**src/rtl/mem_port_arbiter_if.sv**
```systemverilog
// Bus bundle for mem_port_arbiter: the fetch (IF) and load/store (DM)
// requester ports plus the single-port memory port.
//   slave  : arbiter view (takes requests and read data, drives grants and memory strobes)
//   master : environment view (requesters and memory model)
interface mem_port_arbiter_if #(
   parameter int ADDR_W = 32,
   parameter int DATA_W = 32
);
   logic              if_req;
   logic [ADDR_W-1:0] if_addr;
   logic              if_gnt;
   logic              if_rvalid;
   logic [DATA_W-1:0] if_rdata;

   logic              dm_req;
   logic              dm_we;
   logic [ADDR_W-1:0] dm_addr;
   logic [DATA_W-1:0] dm_wdata;
   logic              dm_gnt;
   logic              dm_rvalid;
   logic [DATA_W-1:0] dm_rdata;

   logic              mem_en;
   logic              mem_we;
   logic [ADDR_W-1:0] mem_addr;
   logic [DATA_W-1:0] mem_wdata;
   logic [DATA_W-1:0] mem_rdata;

   logic              busy;

   modport slave (
      input  if_req, if_addr, dm_req, dm_we, dm_addr, dm_wdata, mem_rdata,
      output if_gnt, if_rvalid, if_rdata, dm_gnt, dm_rvalid, dm_rdata,
             mem_en, mem_we, mem_addr, mem_wdata, busy
   );

   modport master (
      output if_req, if_addr, dm_req, dm_we, dm_addr, dm_wdata, mem_rdata,
      input  if_gnt, if_rvalid, if_rdata, dm_gnt, dm_rvalid, dm_rdata,
             mem_en, mem_we, mem_addr, mem_wdata, busy
   );
endinterface

```
**src/rtl/mem_port_arbiter.sv**
```systemverilog
// mem_port_arbiter: shares one single-port synchronous memory between the
// fetch stage (IF) and the load/store stage (DM). DM has fixed priority;
// after STARVE_MAX consecutive IF losses the next grant goes to IF.
// Each transaction occupies the memory for MEM_LAT cycles after issue.
//
// Optional feature macro: ARB_BACK_TO_BACK_EN
//   defined     : a new transaction may issue in the response cycle
//                 (one transaction every MEM_LAT cycles)
//   not defined : issue only from IDLE (one every MEM_LAT+1 cycles)
//
// state  | meaning
// -------+-----------------------------------------------------------
// S_IDLE | memory free; any request is issued combinationally
// S_WAIT | transaction in flight; cnt counts down to the response cycle
module mem_port_arbiter #(
   parameter int MEM_LAT    = 1,
   parameter int STARVE_MAX = 4
) (
   input logic               clk,
   input logic               rst,
   mem_port_arbiter_if.slave bus
);

   typedef enum logic {S_IDLE, S_WAIT} state_t;

   state_t     state_q, state_d;
   logic [3:0] cnt_q, cnt_d;
   logic [3:0] starve_q, starve_d;
   logic       owner_dm_q, owner_dm_d;
   logic       we_q, we_d;

   logic       rsp_cycle;
   logic       issue_ok;
   logic       pick_if;
   logic       pick_dm;
   logic       issue;

   // state register; reset abandons any in-flight transaction
   always_ff @(posedge clk) begin
      if (rst) begin
         state_q    <= S_IDLE;
         cnt_q      <= '0;
         starve_q   <= '0;
         owner_dm_q <= 1'b0;
         we_q       <= 1'b0;
      end else begin
         state_q    <= state_d;
         cnt_q      <= cnt_d;
         starve_q   <= starve_d;
         owner_dm_q <= owner_dm_d;
         we_q       <= we_d;
      end
   end

   // winner selection, issue, response routing and next-state logic
   always_comb begin
      state_d       = state_q;
      cnt_d         = cnt_q;
      starve_d      = starve_q;
      owner_dm_d    = owner_dm_q;
      we_d          = we_q;
      bus.if_gnt    = 1'b0;
      bus.if_rvalid = 1'b0;
      bus.if_rdata  = '0;
      bus.dm_gnt    = 1'b0;
      bus.dm_rvalid = 1'b0;
      bus.dm_rdata  = '0;
      bus.mem_en    = 1'b0;
      bus.mem_we    = 1'b0;
      bus.mem_addr  = '0;
      bus.mem_wdata = '0;
      bus.busy      = 1'b0;

      rsp_cycle = (state_q == S_WAIT) && (cnt_q == 4'd1);
`ifdef ARB_BACK_TO_BACK_EN
      issue_ok  = (state_q == S_IDLE) || rsp_cycle;
`else
      issue_ok  = (state_q == S_IDLE);
`endif
      pick_if   = bus.if_req && (!bus.dm_req || (starve_q == 4'(STARVE_MAX)));
      pick_dm   = bus.dm_req && !pick_if;
      issue     = !rst && issue_ok && (pick_if || pick_dm);

      // everything stays quiet in a reset cycle, including a pending response
      if (!rst) begin
         bus.busy = (state_q == S_WAIT);

         if (rsp_cycle) begin
            state_d = S_IDLE;
            if (owner_dm_q) begin
               bus.dm_rvalid = 1'b1;
               bus.dm_rdata  = we_q ? '0 : bus.mem_rdata;
            end else begin
               bus.if_rvalid = 1'b1;
               bus.if_rdata  = bus.mem_rdata;
            end
         end else if (state_q == S_WAIT) begin
            cnt_d = cnt_q - 4'd1;
         end

         if (issue) begin
            bus.mem_en = 1'b1;
            state_d    = S_WAIT;
            cnt_d      = 4'(MEM_LAT);
            owner_dm_d = pick_dm;
            if (pick_dm) begin
               bus.dm_gnt   = 1'b1;
               bus.mem_we   = bus.dm_we;
               bus.mem_addr = bus.dm_addr;
               we_d         = bus.dm_we;
               if (bus.dm_we) begin
                  bus.mem_wdata = bus.dm_wdata;
               end
            end else begin
               bus.if_gnt   = 1'b1;
               bus.mem_addr = bus.if_addr;
               we_d         = 1'b0;
            end
         end

         if (!bus.if_req || (issue && pick_if)) begin
            starve_d = '0;
         end else if (issue && pick_dm && (starve_q != 4'(STARVE_MAX))) begin
            starve_d = starve_q + 4'd1;
         end
      end
   end

endmodule

```
**src/flat_wrapper.sv**
```systemverilog
// flat-port wrapper written by rule: the top's interface ports become plain ports
module mem_port_arbiter_flat 
#(
   parameter int MEM_LAT    = 1,
   parameter int STARVE_MAX = 4
)
  (clk, rst, bus_if_req, bus_if_addr, bus_dm_req, bus_dm_we, bus_dm_addr, bus_dm_wdata, bus_mem_rdata, bus_if_gnt, bus_if_rvalid, bus_if_rdata, bus_dm_gnt, bus_dm_rvalid, bus_dm_rdata, bus_mem_en, bus_mem_we, bus_mem_addr, bus_mem_wdata, bus_busy);
  mem_port_arbiter_if #(.ADDR_W(32), .DATA_W(32)) bus_i ();
  input logic clk;
  input logic rst;
  input wire logic [$bits(bus_i.if_req)-1:0] bus_if_req;
  input wire logic [$bits(bus_i.if_addr)-1:0] bus_if_addr;
  input wire logic [$bits(bus_i.dm_req)-1:0] bus_dm_req;
  input wire logic [$bits(bus_i.dm_we)-1:0] bus_dm_we;
  input wire logic [$bits(bus_i.dm_addr)-1:0] bus_dm_addr;
  input wire logic [$bits(bus_i.dm_wdata)-1:0] bus_dm_wdata;
  input wire logic [$bits(bus_i.mem_rdata)-1:0] bus_mem_rdata;
  output wire logic [$bits(bus_i.if_gnt)-1:0] bus_if_gnt;
  output wire logic [$bits(bus_i.if_rvalid)-1:0] bus_if_rvalid;
  output wire logic [$bits(bus_i.if_rdata)-1:0] bus_if_rdata;
  output wire logic [$bits(bus_i.dm_gnt)-1:0] bus_dm_gnt;
  output wire logic [$bits(bus_i.dm_rvalid)-1:0] bus_dm_rvalid;
  output wire logic [$bits(bus_i.dm_rdata)-1:0] bus_dm_rdata;
  output wire logic [$bits(bus_i.mem_en)-1:0] bus_mem_en;
  output wire logic [$bits(bus_i.mem_we)-1:0] bus_mem_we;
  output wire logic [$bits(bus_i.mem_addr)-1:0] bus_mem_addr;
  output wire logic [$bits(bus_i.mem_wdata)-1:0] bus_mem_wdata;
  output wire logic [$bits(bus_i.busy)-1:0] bus_busy;
  assign bus_i.if_req = bus_if_req;
  assign bus_i.if_addr = bus_if_addr;
  assign bus_i.dm_req = bus_dm_req;
  assign bus_i.dm_we = bus_dm_we;
  assign bus_i.dm_addr = bus_dm_addr;
  assign bus_i.dm_wdata = bus_dm_wdata;
  assign bus_i.mem_rdata = bus_mem_rdata;
  assign bus_if_gnt = bus_i.if_gnt;
  assign bus_if_rvalid = bus_i.if_rvalid;
  assign bus_if_rdata = bus_i.if_rdata;
  assign bus_dm_gnt = bus_i.dm_gnt;
  assign bus_dm_rvalid = bus_i.dm_rvalid;
  assign bus_dm_rdata = bus_i.dm_rdata;
  assign bus_mem_en = bus_i.mem_en;
  assign bus_mem_we = bus_i.mem_we;
  assign bus_mem_addr = bus_i.mem_addr;
  assign bus_mem_wdata = bus_i.mem_wdata;
  assign bus_busy = bus_i.busy;
  mem_port_arbiter #(.MEM_LAT(MEM_LAT), .STARVE_MAX(STARVE_MAX)) u_core (.clk(clk), .rst(rst), .bus(bus_i));
endmodule
```
**config.mk**
```make
export PLATFORM = sky130hd
export DESIGN_NAME = mem_port_arbiter_flat
export DESIGN_NICKNAME = d
export VERILOG_FILES = /design/src/rtl/mem_port_arbiter_if.sv /design/src/rtl/mem_port_arbiter.sv /design/src/flat_wrapper.sv
export SDC_FILE = /design/constraint.sdc
export NUM_CORES = 1
export LEC_CHECK = 0
export BUFFER_PORTS_ARGS = -buffer_cell sky130_fd_sc_hd__buf_4
export CELL_PAD_IN_SITES_DETAIL_PLACEMENT = 0
export CELL_PAD_IN_SITES_GLOBAL_PLACEMENT = 2
export CORE_ASPECT_RATIO = 0.75
export CORE_UTILIZATION = 13
export CTS_CLUSTER_DIAMETER = 120
export DETAILED_ROUTE_END_ITERATION = 10
export GPL_TIMING_DRIVEN = 0
export MAX_ROUTING_LAYER = met4
export PLACE_DENSITY_LB_ADDON = 0.1
export SLEW_MARGIN = 15
export SYNTH_ARGS = -nofsm -noshare
export SYNTH_HDL_FRONTEND = slang
export SYNTH_SLANG_ARGS = --single-unit
```
**constraint.sdc**
```tcl
create_clock -name clk -period 2.7 [get_ports clk]
set_clock_uncertainty 0.2 [all_clocks]
set_input_delay 0.135 -clock clk [delete_from_list [all_inputs] [get_ports clk]]
set_output_delay 0.135 -clock clk [all_outputs]
set_load 0.005 [all_outputs]
```
==> reports/metrics.cfg, run 1 <==
[setup_path]
path_max_fanout=10
cp-end-kind=output port
cpLargestDelayFamily=simple AND/OR/NAND/NOR gates
crit_chain=ha_1, or3b_1, buf_6, nor4_4, clkbuf_2, and2_2, buf_4
reg2reg_from=u_core.cnt_q[0]
cpPeakStageDelay_ps=420
r2r_slack_ps=920
cp_data_arrival_time_ps=2170
startpoint_type=register
required_ps=2370
critPathBufInv=3
reg2regPathDepth=5
timing.rr.end=u_core.cnt_q[0]
cp_slowest_cell=dfxtp_1
crit_type=register to output port

[clocking]
tritoncts=built
cts_buffers=3
clk_pin_slew_ps=40
clock_sinks=11
insertion_delay_ps=240
ctsLongestPathBuffers=2
cts_root_buffer=clkbuf_16
htreeDepth=1

[timing]
relSlewSlack=0.660
hold_violations=0
finalSetupTns_ps=0
rsz0062_at_grt=no
setup_viol_count_final=0
slew_viol_final=0
fin_crit_sh=0.927
min_period_ps=2500
max_freq_mhz=399
max_slew.worst_pin.slew_ps=510

[die]
fp-row-count=38
coreArea_sq_um=14700
pin_count=268
die_w_um=145
die_area_sq_um=15800
initial_core_util=0.135
die_h_um=109

[placed_design]
gp_congestion=0.727
portBuffers=267
dpl.hpwl_mm=8.65
dp_cells=797
postPlaceCellArea_sq_um=4240

[yosys]
syn_nets=467
synth_edf_count=0
synthArstFlopShare=0
yosysUniqueCellTypes=40
ys_ff_latch=11
synth_commonest_cells=inv_1 (44), a21oi_1 (37), nand3_1 (36), nor3_1 (33), o21ai_0 (33)
avgSynthCellArea_sq_um=6.01
synth_top_area_share=0.121
synth.most_common_cell=inv_1
synth_top_flop_cell=dfxtp_1
synth_area_sq_um=1980
ys_warn_count=0
syn_inst=330
synthTopCellsByArea=and2_2 (12%), dfxtp_1 (11%), and2_1 (10%)
synth_seq_area_share=0.111
synth_top_area_cell=and2_2

[layout]
seq_area_sq_um=220
stdcell_area_sq_um=4340
final_util=0.296
fillers=1651
multiInputGateArea_sq_um=1460
antenna_cells=0
area_growth_pct=119
final_layout_size_suffix_gt1_frac=0.528
instances_no_fill=804
fin_nets=742

[power]
power_switching_share=0.316
p_sw_mw=0.309
p_leak_nw=2.28
power_density_nw_per_um2=225
comb_power_share=0.529
power.internal_mw=0.666
p_clk_frac=0.280
pwr-share-seq=0.191
ir_drop_mv=0.271
total_power_mw=0.975

[global_routing]
grt_pass1_wl_mm=14.5
track_usage=0.121
antenna_found_initial=0
first_global_vias=2871
gr-total-overflow=0
grt_max_degree=11

[drt]
routed_via_density=4.04
drc=0
wl_per_cell_um=12.6
postRouteAntennaNets=0
wl_mm=10.2
drt-pass1-iter-count=4
drt_iter0_drc=139
num_vias=3251

[worst_hold_path]
hold_depth=3
min_path_type=input pin to register
min_to=u_core.we_q
hp-start=bus_dm_we

[status]
status=completed

[run]
drv_cap=0

==> metal layers <==
metal	global-route usage	up-vias	routed length, um
met3	0.0198	2	568
met1	0.139	1479	4020
met4	0.00752	0	32
met2	0.228	115	5550
li1	-	1655	-
met5	-	-	0
==> worst min-delay path: cells and delay by family <==
kind            cells  cell delay [ps]
compound gates      1              100
buf+inv             2              230
==> what timing repair did <==
action / in CTS / in global routing
endpoints found under the setup margin: 0 / 12
endpoints found under the hold margin: 2 / 0
setup buffers: 0 / 2
gates resized for setup: 0 / 0
hold buffers: 1 / 0
==> cells by family after synthesis <==
group                    share of synthesized area
AO/OA/AOI/OAI                                0.219
buffers and inverters                        0.153
flip-flops                                   0.111
adder cells (fa/ha/maj)                     0.0252
AND/OR/NAND/NOR                              0.483
XOR/XNOR                                   0.00442
multiplexers                               0.00505
==> sequential cells by signal, indices dropped and copies added, names as in the netlist <==
name               count
u_core.we_q            1
u_core.state_q         1
u_core.cnt_q           4
u_core.owner_dm_q      1
u_core.starve_q        4
==> worst max-delay path by stage <==
stage,startpoint,slack (ps),cells after the start,endpoint
floorplan,u_core.cnt_q[0],770,6,bus_dm_rdata[10]
global placement,u_core.starve_q[0],390,7,bus_mem_wdata[10]
detailed placement,u_core.starve_q[0],380,7,bus_mem_wdata[10]
CTS,u_core.starve_q[0],100,7,bus_mem_wdata[10]
global route,u_core.cnt_q[0],7,7,bus_dm_rdata[22]
finish,u_core.cnt_q[0],200,7,bus_dm_rdata[25]
==> area by class of cell <==
class                      instances  area share
timing repair buffer             270       0.467
multi-input combinational        244       0.336
tap                              200      0.0576
sequential                        11      0.0507
inverter                          45      0.0389
buffer                            30      0.0308
clock buffer                       4      0.0182
==> power by group through the flow <==
stage / Sequential [mW] / Clock (mW) / Combinational [mW]
final: 0.186 / 0.273 / 0.516
after global routing: 0.188 / 0.289 / 0.573
after CTS: 0.186 / 0.281 / 0.524
after detailed placement: 0.190 / 0 / 0.521
after global placement: 0.189 / 0 / 0.521
after floorplan: 0.187 / 0 / 0.216
==> cells in the final DEF, fill, tap and decap left out, types with 4 or more instances in the layout <==
cell type  synthesis  routed
clkbuf_2           5       5
nor2_1             4       4
clkbuf_1          17      18
buf_4              1     270
and2_1            32      32
o21ai_0           33      33
nand2_1            9       9
dfxtp_1           11      11
inv_1             44      44
and2_2            32      32
nand3_1           36      36
a21oi_1           37      37
ha_1               4       4
nor3_1            33      33
==> per-stage QoR <==
stage | hold slack, ps | setup WS (ps)
3_5_place_dp | 144 | 376
3_3_place_gp | 139 | 392
2_1_floorplan | 7.76 | 771
6_report | 83.7 | 196
4_1_cts | 84.6 | 102
5_1_grt | 112 | 6.51
(Power assumes the default switching activity.)
==> inputs of run 2 (changes only) <==
clock period = 2.9 ns   (was 2.7 ns; I/O delays follow)
==> run 2 against run 1 <==
Total power down 7.0%. Clock power down 7.3%. Worst setup slack better by 170 ps. Cell area down 0.35%. Worst hold slack gained 7.2 ps. Via count fell by 0.43%. Combinational power fell by 7.0%. Flip-flop and latch count unchanged. Cell count down 0.25%. Sequential power fell by 7%. Routed wire length decreased by 0.27%. Die area did not move. Largest cell class unchanged.
==> reports/metrics.cfg, run 2 (synthesized netlist as in run 1, its figures left out) <==
[global_routing]
gr-total-overflow=0
grt_max_degree=11
grt-busiest-layer=met2
met3_usage=0.0198
track_usage=0.121
first_global_vias=2871
met2_usage=0.228
grt_use_met1=0.139
grt_pass1_wl_mm=14.5
antenna_found_initial=0

[drt]
drt-pass1-iter-count=4
postRouteAntennaNets=0
num_vias=3237
wl_mm=10.1
drt_iter0_drc=132
drc=0
wl_per_cell_um=12.6
routed_via_density=4.04

[placed_design]
gp_congestion=0.727
dpl_worst_slack_ps=566
dpl.hpwl_mm=8.65
postPlaceCellArea_sq_um=4240
portBuffers=267

[timing]
slew_viol_final=0
max_slew.worst_pin.slew_ps=487
min_period_ps=2540
relSlewSlack=0.676
max_freq_mhz=394
setup_viol_count_final=0
rsz0062_at_grt=no
fin_crit_sh=0.875
finalSetupTns_ps=0
hold_violations=0
layout_setup_ws_ps=362
holdWs_ps=90.9

[clocking]
htreeDepth=1
tritoncts=built
cts_buffers=3
ctsLongestPathBuffers=2
clk_pin_slew_ps=40
insertion_delay_ps=240
clock_sinks=11
cts_root_buffer=clkbuf_16

[setup_path]
path_max_fanout=10
cp_data_arrival_time_ps=2190
startpoint_type=register
timing.rr.end=u_core.owner_dm_q
reg2regPathDepth=6
r2r_slack_ps=920
reg2reg_from=u_core.starve_q[0]
cp-end-kind=output port
crit_type=register to output port
required_ps=2560

[layout]
fillers=1652
antenna_cells=0
stdcell_area_sq_um=4330
reg_top3=u_core.cnt_q (4), u_core.starve_q (4)
final_cell_mix=buf_4 (268), inv_1 (44), a21oi_1 (37)
fin_nets=740
final_common_cell=buf_4
area_growth_pct=118
final_layout_size_suffix_gt1_frac=0.527

[power]
p_leak_nw=2.28
ir_drop_mv=0.252
total_power_mw=0.907
power_density_nw_per_um2=210

[worst_hold_path]
min_to=u_core.we_q
hp-start=bus_dm_we
hold_depth=3
min_path_type=input pin to register

[die]
coreArea_sq_um=14700
die_h_um=109
die_w_um=145
die_area_sq_um=15800
initial_core_util=0.135
pin_count=268
fp-row-count=38

[status]
status=completed

[run]
drv_cap=0

-- run 2: area by class of cell --
class / instances / area, sq um / area share
Timing Repair Buffer: 268 / 2010 / 0.466
Tap cell: 200 / 250 / 0.0578
Buffer: 30 / 134 / 0.0309
Inverter: 45 / 169 / 0.0390
Multi-Input combinational cell: 244 / 1460 / 0.337
Sequential cell: 11 / 220 / 0.0509
Clock buffer: 4 / 78.8 / 0.0182
-- run 2: power breakdown --
part           switching [mW]  internal (mW)  total [mW]
combinational           0.208          0.272       0.480
clock                  0.0685          0.185       0.253
sequential             0.0101          0.163       0.173
-- run 2: stage by stage --
step / instances / util
finish: 802 / 0.294
global route: 802 / 0.294
CTS: 802 / 0.294
detailed placement: 797 / 0.288
global placement: 797 / 0.288
floorplan: 330 / -
-- run 2: how the worst max path moves through the flow --
| stage | from | end | cells after the start |
|---|---|---|---|
| floorplan | u_core.cnt_q[0] | bus_dm_rdata[10] | 6 |
| global placement | u_core.starve_q[0] | bus_mem_wdata[10] | 7 |
| detailed placement | u_core.starve_q[0] | bus_mem_wdata[10] | 7 |
| CTS | u_core.starve_q[0] | bus_mem_wdata[10] | 7 |
| global route | u_core.starve_q[0] | bus_mem_wdata[4] | 7 |
| finish | u_core.starve_q[0] | bus_mem_wdata[10] | 7 |
-- run 2: per-layer routing --
| layer | share of wire | wire length (um) |
|---|---|---|
| met5 | 0 | 0 |
| met2 | 0.55 | 5550 |
| met3 | 0.052 | 532 |
| met1 | 0.40 | 4020 |
| met4 | 0.0032 | 32 |
-- run 2: worst max-delay path, cell delays in order, from the launching register on --
cell and delay (ps):
dfxtp_1 360, inv_1 70, ha_1 250, nand4b_1 300, nand4_2 290, clkbuf_1 300, nor3_1 220, buf_4 150
-- run 2: timing repair --
action / in CTS / in global routing
endpoints found under the setup margin: 0 / 0
resized for setup: 0 / 0
endpoints found under the hold margin: 2 / 0
hold buffers: 1 / 0
setup buffers: 0 / 0
